File: config.mk
export PLATFORM = sky130hd
export DESIGN_NAME = uart_decoder_flat
export DESIGN_NICKNAME = d
export VERILOG_FILES = /design/src/rtl/uart_decoder_pkg.sv /design/src/rtl/uart_decoder_if.sv /design/src/rtl/uart_rx_sync.sv /design/src/rtl/uart_decoder.sv /design/src/flat_wrapper.sv
export SDC_FILE = /design/constraint.sdc
export NUM_CORES = 1
export LEC_CHECK = 0
export ABC_AREA = 1
export BUFFER_PORTS_ARGS = -buffer_cell sky130_fd_sc_hd__buf_2
export CORE_ASPECT_RATIO = 0.75
export CORE_UTILIZATION = 53
export DETAILED_ROUTE_END_ITERATION = 10
export PLACE_DENSITY = 0.72
export SLEW_MARGIN = 20
export SYNTH_ARGS = -nofsm -noshare
export SYNTH_HDL_FRONTEND = slang
export SYNTH_SLANG_ARGS = --single-unit
File: constraint.sdc
create_clock -name i_Clk -period 6.5 [get_ports i_Clk]
set_input_delay 0.325 -clock i_Clk [delete_from_list [all_inputs] [get_ports i_Clk]]
set_output_delay 0.325 -clock i_Clk [all_outputs]
set_load 0.02 [all_outputs]
File: src/rtl/uart_decoder_pkg.sv
// Shared definitions for the UART 8N1 receive decoder.
//   state_t    : decoder FSM states
//   DATA_BITS  : data bits per frame
//   BIT_W      : width of the data-bit index
//   MIN_PERIOD : smallest usable bit period; smaller requests are raised to it
package uart_decoder_pkg;

   typedef enum logic [1:0] {
      ST_IDLE  = 2'd0,
      ST_START = 2'd1,
      ST_DATA  = 2'd2,
      ST_STOP  = 2'd3
   } state_t;

   localparam int DATA_BITS  = 8;
   localparam int BIT_W      = $clog2(DATA_BITS);
   localparam int MIN_PERIOD = 2;

endpackage

File: src/rtl/uart_decoder_if.sv
// Signal bundle between a UART decoder and its user.
//   i_Period      : clocks per UART bit (0 and 1 behave as 2)
//   i_UART_RX     : serial line, idle high, asynchronous
//   o_Byte        : last correctly framed byte, held until the next one
//   o_Valid       : one-cycle strobe in the cycle o_Byte updates
//   o_Frame_Error : one-cycle strobe when a stop bit samples low
//   o_Busy        : high whenever the decoder is not idle
//   o_State       : current FSM state, for debug and checkers
// Handshake: o_Valid is a single-cycle strobe with no ready/back-pressure;
// the consumer must take o_Byte in the cycle o_Valid is high (o_Byte itself
// stays stable until the next strobe).
interface uart_decoder_if
   import uart_decoder_pkg::*;
#(
   parameter int PERIOD_W = 20
);
   logic [PERIOD_W-1:0] i_Period;
   logic                i_UART_RX;
   logic [7:0]          o_Byte;
   logic                o_Valid;
   logic                o_Frame_Error;
   logic                o_Busy;
   state_t              o_State;

   modport master (
      output i_Period, i_UART_RX,
      input  o_Byte, o_Valid, o_Frame_Error, o_Busy, o_State
   );

   modport slave (
      input  i_Period, i_UART_RX,
      output o_Byte, o_Valid, o_Frame_Error, o_Busy, o_State
   );
endinterface

File: src/rtl/uart_rx_sync.sv
// Input synchronizer and falling-edge detector for the UART RX line.
//   i_Clk, i_Reset : clock, asynchronous active-high reset
//   i_Rx           : raw asynchronous serial line
//   o_Rx_S         : line after SYNC_STAGES flops
//   o_Fell         : high for one cycle when o_Rx_S goes from 1 to 0
// All flops reset to 1 (idle line). A short priming register suppresses
// o_Fell until the pipeline holds real line samples, so a line that is
// already low when reset is released is not mistaken for a start bit.
module uart_rx_sync #(
   parameter int SYNC_STAGES = 2
) (
   input  logic i_Clk,
   input  logic i_Reset,
   input  logic i_Rx,
   output logic o_Rx_S,
   output logic o_Fell
);

   logic [SYNC_STAGES-1:0] sync_q;
   logic                   rx_d_q;
   logic [SYNC_STAGES:0]   prime_q;

   always_ff @(posedge i_Clk or posedge i_Reset) begin
      if (i_Reset) begin
         sync_q  <= '1;
         rx_d_q  <= 1'b1;
         prime_q <= '0;
      end else begin
         sync_q[0] <= i_Rx;
         for (int i = 1; i < SYNC_STAGES; i++) begin
            sync_q[i] <= sync_q[i-1];
         end
         rx_d_q  <= sync_q[SYNC_STAGES-1];
         prime_q <= {prime_q[SYNC_STAGES-1:0], 1'b1};
      end
   end

   assign o_Rx_S = sync_q[SYNC_STAGES-1];
   assign o_Fell = prime_q[SYNC_STAGES] & rx_d_q & ~sync_q[SYNC_STAGES-1];

endmodule

File: src/rtl/uart_decoder.sv
// UART 8N1 receive decoder.
//   i_Clk, i_Reset : clock, asynchronous active-high reset
//   bus (slave)    : i_Period, i_UART_RX in; o_Byte, o_Valid,
//                    o_Frame_Error, o_Busy, o_State out
// The start bit is checked at its middle (floor(P/2) clocks after the
// falling edge); every later bit is sampled P clocks after the previous
// sample, i.e. also mid-bit. The period is latched at start detection so
// i_Period may change freely while a frame is in flight.
module uart_decoder
   import uart_decoder_pkg::*;
#(
   parameter int PERIOD_W    = 20,
   parameter int SYNC_STAGES = 2
) (
   input  logic           i_Clk,
   input  logic           i_Reset,
   uart_decoder_if.slave  bus
);

   logic rx_s;
   logic rx_fell;

   uart_rx_sync #(
      .SYNC_STAGES (SYNC_STAGES)
   ) u_sync (
      .i_Clk   (i_Clk),
      .i_Reset (i_Reset),
      .i_Rx    (bus.i_UART_RX),
      .o_Rx_S  (rx_s),
      .o_Fell  (rx_fell)
   );

   state_t                state_q, state_d;
   logic [PERIOD_W-1:0]   p_q;
   logic [PERIOD_W-1:0]   p_eff;
   logic [PERIOD_W-1:0]   cnt_q;
   logic [PERIOD_W-1:0]   half_m1;
   logic [PERIOD_W-1:0]   full_m1;
   logic [BIT_W-1:0]      bit_q;
   logic [DATA_BITS-1:0]  shreg_q;
   logic [7:0]            byte_q;
   logic                  valid_q;
   logic                  ferr_q;

   // Control strobes from the FSM to the datapath
   logic latch_p;
   logic cnt_clr;
   logic shift_en;
   logic byte_ld;
   logic frame_err;

   // Periods below MIN_PERIOD would give a zero half-period
   assign p_eff   = (bus.i_Period < PERIOD_W'(MIN_PERIOD)) ? PERIOD_W'(MIN_PERIOD)
                                                            : bus.i_Period;
   assign half_m1 = (p_q >> 1) - PERIOD_W'(1);
   assign full_m1 = p_q - PERIOD_W'(1);

   always_ff @(posedge i_Clk or posedge i_Reset) begin
      if (i_Reset) begin
         state_q <= ST_IDLE;
      end else begin
         state_q <= state_d;
      end
   end

   always_comb begin
      state_d   = state_q;
      latch_p   = 1'b0;
      cnt_clr   = 1'b0;
      shift_en  = 1'b0;
      byte_ld   = 1'b0;
      frame_err = 1'b0;
      case (state_q)
         ST_IDLE: begin
            // rx_fell already implies rx_s was high in the previous cycle,
            // so a line stuck low after a frame error is not accepted.
            if (rx_fell) begin
               state_d = ST_START;
               latch_p = 1'b1;
               cnt_clr = 1'b1;
            end
         end
         ST_START: begin
            if (cnt_q == half_m1) begin
               cnt_clr = 1'b1;
               state_d = rx_s ? ST_IDLE : ST_DATA;
            end
         end
         ST_DATA: begin
            if (cnt_q == full_m1) begin
               cnt_clr  = 1'b1;
               shift_en = 1'b1;
               if (bit_q == BIT_W'(DATA_BITS - 1)) begin
                  state_d = ST_STOP;
               end
            end
         end
         ST_STOP: begin
            // Leaving at mid-stop-bit leaves half a bit of margin to catch
            // a start bit that follows the stop bit directly.
            if (cnt_q == full_m1) begin
               cnt_clr = 1'b1;
               state_d = ST_IDLE;
               if (rx_s) begin
                  byte_ld = 1'b1;
               end else begin
                  frame_err = 1'b1;
               end
            end
         end
         default: begin
            state_d = ST_IDLE;
         end
      endcase
   end

   always_ff @(posedge i_Clk or posedge i_Reset) begin
      if (i_Reset) begin
         p_q     <= PERIOD_W'(MIN_PERIOD);
         cnt_q   <= '0;
         bit_q   <= '0;
         shreg_q <= '0;
         byte_q  <= 8'h00;
         valid_q <= 1'b0;
         ferr_q  <= 1'b0;
      end else begin
         valid_q <= byte_ld;
         ferr_q  <= frame_err;
         if (latch_p) begin
            p_q <= p_eff;
         end
         if (cnt_clr || (state_q == ST_IDLE)) begin
            cnt_q <= '0;
         end else begin
            cnt_q <= cnt_q + PERIOD_W'(1);
         end
         if (latch_p) begin
            bit_q <= '0;
         end else if (shift_en) begin
            bit_q <= bit_q + BIT_W'(1);
         end
         // LSB arrives first, so shift in from the top
         if (shift_en) begin
            shreg_q <= {rx_s, shreg_q[DATA_BITS-1:1]};
         end
         if (byte_ld) begin
            byte_q <= shreg_q;
         end
      end
   end

   assign bus.o_Byte        = byte_q;
   assign bus.o_Valid       = valid_q;
   assign bus.o_Frame_Error = ferr_q;
   assign bus.o_Busy        = (state_q != ST_IDLE);
   assign bus.o_State       = state_q;

endmodule

File: src/flat_wrapper.sv
// flat-port wrapper written by rule: the top's interface ports become plain ports
module uart_decoder_flat import uart_decoder_pkg::*;
#(
   parameter int PERIOD_W    = 20,
   parameter int SYNC_STAGES = 2
)
  (i_Clk, i_Reset, bus_i_Period, bus_i_UART_RX, bus_o_Byte, bus_o_Valid, bus_o_Frame_Error, bus_o_Busy, bus_o_State);
  uart_decoder_if #(.PERIOD_W(PERIOD_W)) bus_i ();
  input  logic i_Clk;
  input  logic i_Reset;
  input wire logic [$bits(bus_i.i_Period)-1:0] bus_i_Period;
  input wire logic [$bits(bus_i.i_UART_RX)-1:0] bus_i_UART_RX;
  output wire logic [$bits(bus_i.o_Byte)-1:0] bus_o_Byte;
  output wire logic [$bits(bus_i.o_Valid)-1:0] bus_o_Valid;
  output wire logic [$bits(bus_i.o_Frame_Error)-1:0] bus_o_Frame_Error;
  output wire logic [$bits(bus_i.o_Busy)-1:0] bus_o_Busy;
  output wire logic [$bits(bus_i.o_State)-1:0] bus_o_State;
  assign bus_i.i_Period = bus_i_Period;
  assign bus_i.i_UART_RX = bus_i_UART_RX;
  assign bus_o_Byte = bus_i.o_Byte;
  assign bus_o_Valid = bus_i.o_Valid;
  assign bus_o_Frame_Error = bus_i.o_Frame_Error;
  assign bus_o_Busy = bus_i.o_Busy;
  assign bus_o_State = bus_i.o_State;
  uart_decoder #(.PERIOD_W(PERIOD_W), .SYNC_STAGES(SYNC_STAGES)) u_core (.i_Clk(i_Clk), .i_Reset(i_Reset), .bus(bus_i));
endmodule
Yosys cells after proc, flatten, opt, wreduce, memory -nomap -nowiden:

Index checks and enable logic that the tools add are counted.

* register bits after elaboration: 69
* input bits: 23
* output and inout port bits: 13
* logic and storage cells: 59

* $add $sub $neg: 4
* $lt $le $gt $ge: 1
* equality and inequality tests: 11
* mux-type cells: 23
* bitwise gates (word level): 3
* reduce and logical (&&, ||, !) cells: 6

Operators by type and width (number)
* $eq 20x20->1: 2
* $mux 20: 2
* $add 20x1->20 const B: 1
* $lt 20x2->1 const B: 1
* $sub 19x1->20 const B: 1
* $sub 20x1->20 const B: 1
* $mux 2: 6
* $mux 1: 11
* $ne 2x1->1 const B: 5
* $pmux 2 s4: 1
* $mux 3: 2
* $reduce_and 5->1: 1
* $eq 2x2->1 const B: 2
* $reduce_bool 2->1: 2
* $add 3x1->3 const B: 1
* $eq 3x3->1 const B: 1
* $pmux 1 s3: 1
* $and 1x1->1: 2
* $eq 2x1->1 const B: 1
* $logic_not 2->1: 1
* $reduce_or 2->1: 1
* $logic_or 1x1->1: 1
* $not 1->1: 1

Longest topological paths before layout:

* depth in word-level cells: 6
* mapped depth: 20
* gate-level depth less buffers: 20

Cells and area by module:

Synthesis repeated with hierarchy kept, for this count alone.

* cell total of the unflattened synthesis: 647
* area total of the unflattened synthesis: 4516.8 um^2

By module, submodules not included
* uart_decoder: times used 1, cells an instance 637, area an instance 4345.4 um^2, sequential area each 1577.8 um^2
* uart_rx_sync: times used 1, cells an instance 10, area an instance 171.4 um^2, sequential area each 153.9 um^2

Worst setup path before layout:

No wires, ideal clock.

* path kind: reg-to-reg
* start point: register u_core.p_q[1]
* end point: register u_core.byte_q[1] (netlist: u_core.bus.o_Byte[1])
* library setup time: 118 ps
* arrival time: 2286 ps
* data required time: 6382 ps
* slack: 4095 ps
* cell stages (with the launch flop): 18
* path buffers: 2
* clock period less this slack: 2405 ps
* path through: dfstp_2 inv_1 ha_1 buf_2 or2_1 nand3_1 nand2_1 nor2_1 nand3_1 nor2_1 nand2_1 nor2_1 nand2_2 nor2_8 nand3_4 buf_6 nand2_1 o21ai_2

* word-level cells in the longest chain between the ends: 4

Ends and longest elaborated chain
* from (decl): RTL line uart_decoder.sv:34 `logic [PERIOD_W-1:0] p_q;`
* from (signal assigned): RTL line uart_decoder.sv:119 `p_q <= PERIOD_W'(MIN_PERIOD);`
* from (signal assigned): RTL line uart_decoder.sv:130 `p_q <= p_eff;`
* $sub 20x1->20: RTL line uart_decoder.sv:56 `assign full_m1 = p_q - PERIOD_W'(1);`
* $eq 20x20->1: RTL line uart_decoder.sv:101 `if (cnt_q == full_m1) begin`
* $mux 1: RTL line uart_decoder.sv:101
* $mux 1: RTL line uart_decoder.sv:73 `case (state_q)`
* to (signal assigned): RTL line uart_decoder.sv:147 `byte_q <= shreg_q;`
* to (decl): RTL line uart_decoder.sv:41 `logic [7:0] byte_q;`

No other way between the ends.
A chain may end at the register's enable or synchronous reset.

Worst setup path in the final report:

* start point: register u_core.p_q[1]
* end point: register u_core.bit_q[2]

* word-level cells in the longest chain between the ends: 5

Ends and longest elaborated chain
* $sub 20x1->20: RTL line uart_decoder.sv:56
* $eq 20x20->1: RTL line uart_decoder.sv:90 `if (cnt_q == full_m1) begin`
* $mux 1: RTL line uart_decoder.sv:90
* $mux 1: RTL line uart_decoder.sv:73
* $reduce_bool 2->1 (no source line)
* to (signal assigned): RTL line uart_decoder.sv:140 `bit_q <= bit_q + BIT_W'(1);`
* to (decl): RTL line uart_decoder.sv:39 `logic [BIT_W-1:0] bit_q;`

No other way between the ends.

==> impl_results.md <==
- Status: finished, final reports clean
- Synth unique cells: 40
- CTS tree: done
- Post-CTS setup buffer count: 0
- H-tree Lvls: 3
- Highest Clock Rate: 342.7 MHz
- Chip height: 82.07 um
- Setup violators final: 0
- Total global-route track usage: 27.42%
- Routed Wire Length: 11080 um
- Pwr per Cell Area: 382.4 nW/um^2
- Synth area leaders: dfrtp_1, nand2_1, nor2_1
- Fin crit period: 2918 ps
- DR WL/cell: 14.47 um
- Rows: 28
- Final RePlAce weighted congestion: 1.001
- Unrepaired setup endpoints after global routing: no
- Drt first pass iters: 5
- Worst hold path class: input port to flip-flop
- Final setup TNS: 0 ps
- CP required: 6720 ps
- Final-report hold violation count: 0
- Clock Pin Slew Worst Setup and Hold Paths: 60 ps
- Peak fanout along the critical path: 18
- Sequential area share after synthesis: 38.22%
- Post-DP HPWL: 8369 um
- Synthesized net count: 651
- EDFF count, synth: 0
- Die ar.: 8926 um^2
- Post-synthesis cell count: 623
- Vias in the first global route: 3661
- Critical Path AT: 3140 ps
- # nets final: 684
- Post-Layout Cell Count: 766
- Syn. warnings: 0
- Initial antenna violation count: 0
- I/O pin count: 36
- First-pass GRT wire length: 18000 um
- DR vias: 4050
- Initial DRC Count: 371
- Residual DRC count: 0
- Gr ovfl total: 0
- Yosys reg bits: 69
- Worst-Margin Slew: 1018 ps
- N_diodes: 0
- Largest net degree at the start of global routing: 70
- Fillers: 708
- Final ANT Viol Nets: 0
- Input/output buffers: 35
- # resized after CTS: 0
- FFs w/ async S/R, synth: 100.0%
- Hold Buf Count CTS: 0
- Most instantiated cells after synthesis: nand2_1, nor2_1, inv_1, dfrtp_1, nand3_1
- Vias per inst: 5.287
- Worst skew pair latency: 340 ps
- Cell taking the most area after synthesis: dfrtp_1
- Slew margin rel.: 32.03%
- Total placed cells including tap cells: 750
- Ratio of cells with drive above 1 in the final layout: 16.64%
- Synth Area per Inst: 7.272 um^2
- Lkg Pwr: 2.472 nW
- Worst Skew: 3.962 ps
- Post-Syn Area: 4531 um^2
- Crit end category: flip-flop
- Setup CP Type: flip-flop to flip-flop
- Starting Density: 55.98%
- Root buf cell: clkbuf_16
- Slew Limit Fails: 0
- Clock Path Buffers: 2
- Ys flop type: dfrtp_1
- Top-count cell post-synth: nand2_1
- Startpoint Class: flip-flop
- Die X-Extent: 108.8 um
- Share of the synthesized area in the top cell type: 35.90%
- Area Growth Syn to Fin: 12.04%
- Final Cycle Share: 44.89%
- Clock tree sinks: 69
- Power Total: 0.001941 W
- CORE AREA: 8093 um^2
- CTS Buf Count: 9
- Max-Cap Viols: 0
- VDD IR max: 313.3 uV
critical path, stage by stage (launching register included):
cell      delay [ps]
dfstp_2          370
inv_1            190
ha_1             420
nand2_2          200
nor2_1           240
nand3b_1         120
nand2_1           90
nand2_1           50
nor2_1            80
nand2_1           90
nor2_1           150
nand2_2          110
nor2_8           140
nand2_4          180
nand2_2          160
inv_1             70
nand2_1           70
nand2_1           60
registers in the layout, indices dropped and copies added, names as in the netlist, named ones only:
register and count:
u_core.p_q 20, u_core.bus.o_Frame_Error 1, u_core.bus.o_Byte 8, u_core.shreg_q 8
u_core.u_sync.rx_d_q 1, u_core.u_sync.prime_q 3, u_core.bus.o_State 1, u_core.bus.o_Valid 1
u_core.u_sync.sync_q 2, u_core.bit_q 3, u_core.cnt_q 20
layer usage:
metal / track usage, % / share of wire, % / up-vias
li1: - / - / 2025
met1: 41.79 / 51 / 1847
met2: 38.35 / 39 / 165
met3: 6.429 / 8.2 / 13
met4: 7.162 / 1.3 / 0
met5: 0 / 0 / -
cell families (layout without fill, tap and decap cells):
logic type	count (synthesis)	count (layout)	synth area share, %
mux	1	1	0.4971
compound gates	50	50	6.987
buf+inv	88	126	7.981
simple gates	370	370	37.01
other cells	1	1	0.08277
xor+xnor	39	39	7.843
flops	69	69	38.22
fa+ha+maj	5	5	1.381
final timing paths:
check | depth (start not counted) | to | start | slack (ps)
worst max-delay path | 17 | u_core.bit_q[2] | u_core.p_q[1] | 3580
worst min-delay path | 1 | u_core.u_sync.sync_q[0] | bus_i_UART_RX | 80
worst max register to register | 17 | u_core.bit_q[2] | u_core.p_q[1] | 3580
worst min register to register | 0 | u_core.u_sync.prime_q[1] | u_core.u_sync.prime_q[0] | 350
max in group asynchronous | 3 | u_core.cnt_q[6] | i_Reset | 5680
min in group asynchronous | 3 | u_core.cnt_q[0] | i_Reset | 220
cells in the final DEF (no fill, tap or decap), drive strengths merged:
cell type    n
or2          2
dfrtp       65
nor4         6
xnor2       19
clkinvlp     3
nand4        6
inv         75
clkbuf      10
conb         1
a21oi        5
o21bai       1
nor3         7
nand3b       4
nand2      198
mux2i        1
xor2        19
xnor3        1
buf         37
nand3       52
dfstp        4
ha           5
a22oi        2
nor2        95
o21ai       41
a21o         1
bufinv       1
where the power goes:
| part | leakage [nW] | internal [W] | switching, W | total [W] |
|---|---|---|---|---|
| clock | 0.142 | 0.000310 | 0.000194 | 0.000504 |
| sequential | 0.902 | 0.000509 | 0.000155 | 0.000664 |
| combinational | 1.43 | 0.000271 | 0.000503 | 0.000774 |
| total | 2.47 | 0.00109 | 0.000852 | 0.00194 |
final cells by class:
cell class,count,area (um^2),area share (%)
inverter,73,274.0,5.398
tap,105,131.4,2.588
timing repair buffer,37,190.2,3.747
clock buffer,10,239.0,4.708
sequential,69,1732,34.11
clock inverter,6,70.07,1.380
multi-input combinational,466,2440,48.07
per-stage QoR:
step	cell area (um^2)	setup WS [ps]	utilization, %	hold slack [ps]
after floorplan	4531	4095	-	329.5
after detailed placement	4767	3682	58.91	338.0
after global placement	4767	3727	58.91	337.4
final	5076	3582	62.72	82.60
after global routing	5076	3365	62.72	66.29
after CTS	5076	3624	62.72	75.12
No activity file was read; power rests on OpenSTA's default activity.
